### src/rtl/if_prefetch_queue.sv
`timescale 1ns/1ps
// if_prefetch_queue: sequential instruction prefetcher feeding the IF stage through an in-order FIFO.
// Optional macro PREFETCH_BYPASS_EN forwards a response straight to the outputs when the queue is empty.
module if_prefetch_queue #(
   parameter int unsigned DEPTH    = 4,
   parameter logic [31:0] RESET_PC = 32'h0000_0000
) (
   input  logic        clk,
   input  logic        n_rst,
   input  logic        redirect,
   input  logic [31:0] redirect_pc,
   output logic        mem_req,
   output logic [31:0] mem_addr,
   input  logic        mem_gnt,
   input  logic        mem_rvalid,
   input  logic [31:0] mem_rdata,
   output logic        out_valid,
   output logic [31:0] out_instr,
   output logic [31:0] out_pc,
   input  logic        out_ready
);

   localparam int unsigned PW = (DEPTH > 1) ? $clog2(DEPTH) : 1;
   localparam int unsigned CW = $clog2(DEPTH + 1);
   localparam logic [CW:0] FULL_OCC = (CW + 1)'(DEPTH);

   logic [31:0]   fetch_pc;
   logic          active;
   logic [CW-1:0] count, outstanding, discard, outstanding_n;
   logic [PW-1:0] wr_ptr, rd_ptr, pcq_wr, pcq_rd;
   logic [CW:0]   occ;

   logic [31:0] instr_q [DEPTH];
   logic [31:0] pc_q    [DEPTH];
   logic [31:0] pcq     [DEPTH];

   logic        grant, resp, resp_keep, fifo_valid, enq, pop;
   logic [31:0] resp_pc;

   // active keeps mem_req low in the cycle right after reset while staying a pure function of state
   assign occ      = {1'b0, count} + {1'b0, outstanding};
   assign mem_req  = active && (occ < FULL_OCC);
   assign mem_addr = fetch_pc;

   assign grant         = mem_req && mem_gnt;
   assign resp          = mem_rvalid && (outstanding != '0);
   assign resp_keep     = resp && (discard == '0) && !redirect;
   assign resp_pc       = pcq[pcq_rd];
   assign fifo_valid    = (count != '0);
   assign pop           = fifo_valid && out_ready && !redirect;
   assign outstanding_n = outstanding + CW'(grant) - CW'(resp);

   always_comb begin
      out_valid = fifo_valid;
      out_instr = fifo_valid ? instr_q[rd_ptr] : '0;
      out_pc    = fifo_valid ? pc_q[rd_ptr]    : '0;
      enq       = resp_keep;
`ifdef PREFETCH_BYPASS_EN
      if (!fifo_valid && resp_keep) begin
         out_valid = 1'b1;
         out_instr = mem_rdata;
         out_pc    = resp_pc;
         enq       = !out_ready;
      end
`endif
   end

   // Companion PC FIFO is never flushed: stale responses still retire their entry in order.
   always_ff @(posedge clk) begin
      if (grant) pcq[pcq_wr] <= fetch_pc;
      if (enq) begin
         instr_q[wr_ptr] <= mem_rdata;
         pc_q[wr_ptr]    <= resp_pc;
      end
   end

   always_ff @(posedge clk) begin
      if (!n_rst) begin
         fetch_pc    <= RESET_PC;
         active      <= 1'b0;
         count       <= '0;
         outstanding <= '0;
         discard     <= '0;
         wr_ptr      <= '0;
         rd_ptr      <= '0;
         pcq_wr      <= '0;
         pcq_rd      <= '0;
      end else begin
         active      <= 1'b1;
         outstanding <= outstanding_n;
         if (grant) pcq_wr <= pcq_wr + PW'(1);
         if (resp)  pcq_rd <= pcq_rd + PW'(1);
         if (redirect) begin
            count    <= '0;
            wr_ptr   <= '0;
            rd_ptr   <= '0;
            discard  <= outstanding_n;
            fetch_pc <= redirect_pc & 32'hFFFF_FFFC;
         end else begin
            if (grant) fetch_pc <= fetch_pc + 32'd4;
            if (resp && discard != '0) discard <= discard - CW'(1);
            if (enq) wr_ptr <= wr_ptr + PW'(1);
            if (pop) rd_ptr <= rd_ptr + PW'(1);
            count <= count + CW'(enq) - CW'(pop);
         end
      end
   end

endmodule

### config.mk
export PLATFORM = sky130hd
export DESIGN_NAME = if_prefetch_queue
export DESIGN_NICKNAME = d
export VERILOG_FILES = /design/src/rtl/if_prefetch_queue.sv
export SDC_FILE = /design/constraint.sdc
export NUM_CORES = 1
export LEC_CHECK = 0
export CAP_MARGIN = 20
export CORE_MARGIN = 10
export CORE_UTILIZATION = 50
export CTS_CLUSTER_SIZE = 25
export DETAILED_ROUTE_END_ITERATION = 10
export GPL_TIMING_DRIVEN = 0
export PLACE_DENSITY = 0.71
export SLEW_MARGIN = 30
export SYNTH_ARGS = -nofsm -noshare
export SYNTH_HDL_FRONTEND = slang
export SYNTH_SLANG_ARGS = --single-unit
### constraint.sdc
create_clock -name clk -period 4.3 [get_ports clk]
set_input_delay 0.645 -clock clk [delete_from_list [all_inputs] [get_ports clk]]
set_output_delay 0.645 -clock clk [all_outputs]
set_load 0.03 [all_outputs]
# Word level (Yosys, flattened, before mapping)

Memory sizes are Yosys's and may differ from the RTL's. A register that Yosys moved wholly into a read port is not among the register bits.
Cells that the tools add are included.

Register bits after elaboration: 50
RAM bits: 384
Bits of input ports: 70
Memories: 3

Memory list:

| name    | depth | width | rd ports | clocked after Yosys merged registers in | write ports | line | text |
|---|---|---|---|---|---|---|---|
| instr_q | 4     | 32    | 1        | 1                                       | 1           | 33   | `logic [31:0] instr_q [DEPTH];` |
| pc_q    | 4     | 32    | 1        | 1                                       | 1           | 34   | `logic [31:0] pc_q [DEPTH];` |
| pcq     | 4     | 32    | 1        | 1                                       | 1           | 35   | `logic [31:0] pcq [DEPTH];` |

$add $sub $neg: 11
Order comparisons: 1
Muxes and demuxes: 17
Bitwise gates (word level): 1
Reduce and logical (&&, ||, !) cells: 16

Operator list:

| kind                  | count |
|---|---|
| $mux 32               | 4 |
| $add 32x3->32 const B | 1 |
| $mux 2                | 6 |
| $reduce_bool 3->1     | 3 |
| $add 2x1->2 const B   | 4 |
| $logic_and 1x1->1     | 8 |
| $add 3x1->3           | 2 |
| $mux 3                | 2 |
| $sub 3x1->3           | 2 |
| $mux 1                | 5 |
| $add 3x3->4           | 1 |
| $lt 4x3->1 const B    | 1 |
| $reduce_bool 2->1     | 2 |
| $logic_not 3->1       | 1 |
| $sub 3x1->3 const B   | 1 |
| $reduce_or 2->1       | 1 |
| $logic_not 1->1       | 1 |
| $not 1->1             | 1 |

# Depth between registers and ports, before layout

Gate-level depths: netlist of run 1.

Depth after elaboration: 7
Mapped depth: 14
Gate-level depth less buffers: 12

# Worst setup path before layout of run 1

OpenSTA, ideal clock, no wires.

Kind: input port to flip-flop
Start: input redirect
End: memory instr_q[0][0] (enable)
Setup time: 426 ps
Arrival time: 2881 ps
Path slack: 992 ps
Cell stages on the path: 3
Path buffers: 1
Path through: clkbuf_1 -> nor3_1 -> and2_1

Cells in the longest elaborated chain, start to end: 4

Ends and longest elaborated chain:

| item                         | line | text |
|---|---|---|
| start: declaration           | 10   | `input logic redirect,` |
| $logic_not 1->1              | 47   | `assign resp_keep = resp && (discard == '0) && !redirect;` |
| $logic_and 1x1->1            | 47   |  |
| $mux 1                       | 71   | `if (enq) begin` |
| $mux 1 (implied by the code) | 72   | `instr_q[wr_ptr] <= mem_rdata;` |
| end: declaration             | 33   |  |

No other way between the ends.

==> impl_metrics.yaml, run 1 <==
status:
  outcome: "completed"
global_routing:
  overflow: 0
  grt_pass1_wl_mm: 54.3
  grt_max_degree: 43
  track_usage_pct: 16.8
  grt_pass1_vias: 9322
  antenna_found_initial: 0
synth:
  synth_top_family_by_area: "multiplexers"
  async_flop_share_pct: 0
  synth_xor_area_share_pct: 0.787
  synthesis.area_um2: 16700
  synthMuxAreaShare_pct: 12.5
  synth_warnings: 0
  synth_seq_cells: 420
  synth_edf_count: 368
  synth_compound_area_share_pct: 3.48
  synth_ff_type: "edfxtp_1"
  synth-adder-area-share_pct: 1.51
  syn_inst: 925
  synth.distinct_cells: 46
  synth-simple-area-share_pct: 7.51
  avgSynthCellArea_um2: 18.1
  seq_area_frac_synth_pct: 72.4
place:
  port_buffers: 160
  dp_hpwl_mm: 23.2
  gp_congestion: 0.871
  dpl-instance-area_um2: 19100
  pre_cts_ws_ns: 0.476
  dpl.cell_count: 1538
clock_tree:
  clockBufferDepth: 3
  cts_setup_buffers: 0
  insertion_delay_ns: 0.54
  cts-htree-levels: 2
  ctsRootBufferMaster: "clkbuf_16"
  cts.clk_slew.worst_paths_ns: 0.06
  cts_resized: 0
  cts_buffers: 42
  cts_hold_buf: 0
  cts_sinks: 420
  cts_tree: "yes"
setup_path:
  arrival_ns: 3.22
  cp_max_fo: 10
  critical-path-max-stage-delay_ns: 0.61
  path_class: "flop to output pin"
  cp_cell_sequence: "clkbuf_1 -> clkbuf_2 -> mux4_2 -> and2_1 -> clkdlybuf4s50_1"
  cp-end-kind: "output pin"
  cp_data_required_time_ns: 3.65
  r2r-start: "outstanding[2]"
  cp-start-kind: "flop"
  worst_path_max_delay_cell: "clkdlybuf4s50_1"
hold_path:
  hp-class: "flop to flop"
  hp-start: "pcq_wr[1]"
final_layout:
  layout.cells.non_filler: 1612
  ff_latch_area_um2: 12100
  syn_to_final_growth_pct: 22.4
  num_antenna_cells: 0
  nFillCells: 2376
  drive_gt1_share_pct: 15.7
  fin_nets: 1229
  multiInputGateArea_um2: 4340
  layout_commonest_cell: "edfxtp_1"
  layout_common_cells: "368 x edfxtp_1, 160 x clkdlybuf4s50_1, 92 x mux4_2, 74 x and2_1, 52 x dfxtp_1"
  finalInstanceArea_um2: 20400
sta:
  finalHoldViolCount: 0
  relSlewSlack_pct: 39.9
  setup_ws_ns: 0.433
  rsz0062_at_grt: "false"
  layout_min_cycle_time_ns: 3.87
  setup_viol_count_final: 0
  clock_skew_ns: 0.0215
  min_period_over_period_pct: 89.9
  tightest_slew_ns: 0.901
  drv_slew: 0
  fmax_mhz: 259
  setup_tns_ns: 0
die:
  core_area_um2: 32800
  fp.dieW_um: 203
  die_area_um2: 41100
  initial_utilization_pct: 50.9
  rows: 66
  boundaryPins: 168
  die_y_um: 203
route:
  drcViolationCount: 0
  drt_wl_total_mm: 35.0
  vias: 9115
  post_drt_via_cell_ratio: 5.65
  antenna_left: 0
  wl_per_cell_um: 21.7
  first_iter_violations: 538
  drt-pass1-iter-count: 4
power_and_ir_drop:
  power_density_nw_per_um2: 474
  p_leak_nw: 6.47
  ir_worst_vdd_v: 0.000271
job:
  maxCapViolCount: 0
==> stage by stage <==
step / utilization, % / total power [mW] / hold slack (ns)
floorplan: - / 5.76 / 0.476
global placement: 57.5 / 6.18 / 0.497
detailed placement: 58.2 / 6.24 / 0.505
CTS: 62.3 / 9.77 / 0.513
global route: 62.4 / 10.0 / 0.545
finish: 62.4 / 9.69 / 0.510
==> report_power, final <==
| part | leakage, nW | internal, mW | switching [mW] |
|---|---|---|---|
| Clock | 0.655 | 2.11 | 1.43 |
| Combinational | 2.07 | 0.571 | 0.694 |
| Sequential | 3.75 | 4.77 | 0.112 |
| Total | 6.47 | 7.45 | 2.24 |
==> synthesized netlist by cell type, types with 2 or more instances <==
library cell	instances	share of area, %
and4_1	6	0.31
o21a_1	2	0.090
nand2_1	15	0.34
edfxtp_1	368	66
dfxtp_1	52	6.2
o21ai_0	36	1.1
and2_1	82	3.1
or3_1	5	0.19
buf_2	5	0.15
nor2_1	19	0.43
or4_1	9	0.40
a211oi_1	12	0.54
a211o_1	8	0.42
ha_1	17	1.3
and3_1	11	0.41
nor4b_1	3	0.16
nor3_1	5	0.15
a31oi_1	12	0.45
or4b_2	2	0.12
buf_1	7	0.16
nor2b_1	2	0.075
xor2_1	3	0.16
a21oi_1	5	0.15
xnor2_1	12	0.63
nand3_1	21	0.63
fa_1	2	0.24
nand4_1	16	0.60
clkbuf_1	39	0.88
o2111ai_1	2	0.10
a21boi_0	3	0.13
mux4_2	92	12
buf_4	4	0.18
inv_1	20	0.45
o31ai_1	7	0.31
nor4_1	10	0.37
==> state kept, by name, indices dropped and copies added (netlist names), named ones only <==
| register | count |
|---|---|
| instr_q | 128 |
| pc_q | 120 |
| pcq | 120 |
| mem_addr | 30 |
| count | 3 |
| discard | 3 |
| outstanding | 3 |
| pcq_rd | 2 |
| pcq_wr | 2 |
| rd_ptr | 2 |
| wr_ptr | 2 |
| active | 1 |
==> worst max-delay path: cells and delay by family, from the launching register on <==
kind / cells / cell delay, ns
multiplexers: 1 / 0.56
flip-flops: 1 / 0.32
AND/OR/NAND/NOR: 1 / 0.20
buffers and inverters: 3 / 1.61
==> metal layers <==
layer	track usage (%)	routed length, µm
met1	22.2	14800
met2	27.7	17100
met3	4.01	2550
met4	4.02	529
met5	0	0
==> cells by family (layout without fill, tap and decap cells) <==
family / after synthesis / after routing
simple gates: 211 / 211
other cells: 1 / 4
mux: 93 / 93
buf+inv: 75 / 317
xor+xnor: 15 / 15
compound gates: 91 / 91
flops: 420 / 420
fa+ha+maj: 19 / 19
==> path summary, 6_finish.rpt <==
kind,end,slack (ns),cells after the start
min,pcq_wr[1],0.51,2
max,out_instr[0],0.43,5
min reg2reg,pcq_wr[1],0.51,2
max reg2reg,discard[2],0.66,14
==> cell type report <==
type | count | area share [%]
Clock inverter | 12 | 0.557
Inverter | 20 | 0.367
Buffer | 55 | 1.13
Tap cell | 442 | 2.71
Sequential cell | 420 | 59.2
Multi-Input combinational cell | 433 | 21.2
Clock buffer | 62 | 6.07
Timing Repair Buffer | 168 | 8.80
Power figures use the tool's default switching activity.
==> run 2, diff against run 1 <==
--- a/config.mk
+++ b/config.mk
@@ -12,6 +12,7 @@
 export DETAILED_ROUTE_END_ITERATION = 10
 export GPL_TIMING_DRIVEN = 0
 export PLACE_DENSITY = 0.71
+export SETUP_SLACK_MARGIN = 0.02
 export SLEW_MARGIN = 30
 export SYNTH_ARGS = -nofsm -noshare
 export SYNTH_HDL_FRONTEND = slang
==> run 2 against run 1 <==
Net effect: sequential power barely moved; routed wire length about the same; clock-buffer cell count unchanged; non-clock buffer count is the same; critical path depth unchanged; flip-flop and latch count unchanged; clock power barely moved; hold slack got worse by 0.0010 ns; final cell count unchanged; clock skew is 0.0029 ns higher; first-iteration DRC count up 2.6%; global-route usage about the same; critical path type unchanged; largest power group unchanged.
==> impl_metrics.yaml, run 2 (synthesis gave the netlist of run 1 again) <==
final_layout:
  largest_reg_flops: 128
  top_regs: "instr_q (128), pc_q (120), pcq (120)"
  num_antenna_cells: 0
  fin_nets: 1229
  syn_to_final_growth_pct: 22.4
  top_register: "instr_q"
  layout_commonest_cell: "edfxtp_1"
  drive_gt1_share_pct: 15.7
  layout_common_cells: "368 x edfxtp_1, 160 x clkdlybuf4s50_1, 92 x mux4_2, 74 x and2_1, 52 x dfxtp_1"
setup_path:
  worstReg2RegEnd: "discard[2]"
  worst_path_max_delay_cell: "clkdlybuf4s50_1"
  critical-path-max-stage-delay_ns: 0.61
  arrival_ns: 3.29
  r2r_setup_slack_ns: 0.66
  cp.depth: 5
  critPathTopFamily: "buffers and inverters"
  cp-endpoint: "out_instr[0]"
  cp_data_required_time_ns: 3.65
  reg2reg_depth: 14
  cp-start-kind: "flop"
  cp-end-kind: "output pin"
  path_class: "flop to output pin"
  cp_cell_sequence: "clkbuf_1 -> clkdlybuf4s15_2 -> mux4_2 -> and2_1 -> clkdlybuf4s50_1"
  cp_max_fo: 10
  r2r-start: "outstanding[2]"
  critical_path_buf_inv_count: 3
route:
  vias: 9100
  post_drt_via_cell_ratio: 5.65
  antenna_left: 0
  drt-pass1-iter-count: 5
  drt_wl_total_mm: 35.0
  wl_per_cell_um: 21.7
  drcViolationCount: 0
  first_iter_violations: 552
hold_path:
  hp-class: "flop to flop"
  hp-start: "pcq_wr[1]"
power_and_ir_drop:
  power_density_nw_per_um2: 474
  ir_worst_vdd_v: 0.000272
  p_leak_nw: 6.47
sta:
  finalHoldViolCount: 0
  min_period_over_period_pct: 91.5
  relSlewSlack_pct: 40.3
  layout_min_cycle_time_ns: 3.94
  setup_ws_ns: 0.363
  tightest_slew_ns: 0.896
  setup_viol_count_final: 0
  rsz0062_at_grt: "false"
  fin_hold_ws_ns: 0.509
  clock_skew_ns: 0.0245
  drv_slew: 0
  fmax_mhz: 254
place:
  dp_hpwl_mm: 23.2
  port_buffers: 160
  gp_congestion: 0.871
  pre_cts_ws_ns: 0.476
clock_tree:
  insertion_delay_ns: 0.54
  cts_buffers: 42
  cts.clk_slew.worst_paths_ns: 0.06
  cts_tree: "yes"
  cts_sinks: 420
  cts-htree-levels: 2
  ctsRootBufferMaster: "clkbuf_16"
  clockBufferDepth: 3
die:
  initial_utilization_pct: 50.9
  die_area_um2: 41100
  die_y_um: 203
  rows: 66
  fp.dieW_um: 203
  boundaryPins: 168
  core_area_um2: 32800
global_routing:
  grt_max_degree: 43
  track_usage_pct: 16.8
  antenna_found_initial: 0
  grt_pass1_wl_mm: 54.2
  grt_pass1_vias: 9321
  overflow: 0
job:
  maxCapViolCount: 0
status:
  outcome: "completed"
-- run 2: cell count changes in the layout (fill, tap and decap cells not counted), sizes merged --
| cell | previous run | this run |
|---|---|---|
| clkdlybuf4s15 | 0 | 1 |
| clkbuf | 104 | 103 |
-- run 2: power breakdown --
group / switching (mW) / total, mW / internal [mW] / leakage (nW)
clock: 1.43 / 3.54 / 2.11 / 0.655
sequential: 0.112 / 4.88 / 4.77 / 3.75
combinational: 0.693 / 1.26 / 0.571 / 2.07
total: 2.24 / 9.69 / 7.45 / 6.47
-- run 2: worst min-delay path, cell delays in order (launching register included) --
cell and delay, ns:
dfxtp_1 0.34, nand2_1 0.06, a21boi_0 0.07
-- run 2: repair_timing --
| action | in CTS | in global routing |
|---|---|---|
| endpoints found under the setup margin | 1 | 10 |
| resized for setup | 2 | 2 |
| setup buffers | 0 | 0 |
| hold buffers | 0 | 0 |
-- run 2: worst min path at each step --
stage           endpoint  slack [ns]  depth (start not counted)
2_1_floorplan  pcq_wr[1]        0.48                          2
3_3_place_gp   pcq_wr[1]        0.50                          2
3_5_place_dp   pcq_wr[1]        0.50                          2
4_1_cts        pcq_wr[1]        0.51                          2
5_1_grt        pcq_wr[1]        0.55                          2
6_report       pcq_wr[1]        0.51                          2
-- run 2: layout make-up --
| type | instances | area, µm² |
|---|---|---|
| Tap cell | 442 | 553 |
| Multi-Input combinational cell | 433 | 4340 |
| Clock inverter | 12 | 114 |
| Clock buffer | 62 | 1240 |
| Fill cell | 2376 | 12300 |
| Inverter | 20 | 75.1 |
| Sequential cell | 420 | 12100 |
| Timing Repair Buffer | 168 | 1800 |
| Buffer | 55 | 238 |
-- run 2: per-stage QoR --
step                power, mW  instances  utilization [%]  TNS [ns]  area, µm²
floorplan                5.76        928                -         0      16700
detailed placement       6.24       1538             58.2         0      19100
CTS                      9.77       1612             62.3         0      20400
finish                   9.69       1612             62.4         0      20400
global route             10.0       1612             62.4         0      20400
global placement         6.18       1530             57.5   -243.44      18900
-- run 2: metal layers --
layer  share of wire, %  routed length [µm]  global-route usage [%]
met5                  0                   0                       0
met4                1.5                 537                    4.02
met3                6.8                2400                    4.01
met2                 49               17100                    27.7
met1                 43               15000                    22.2
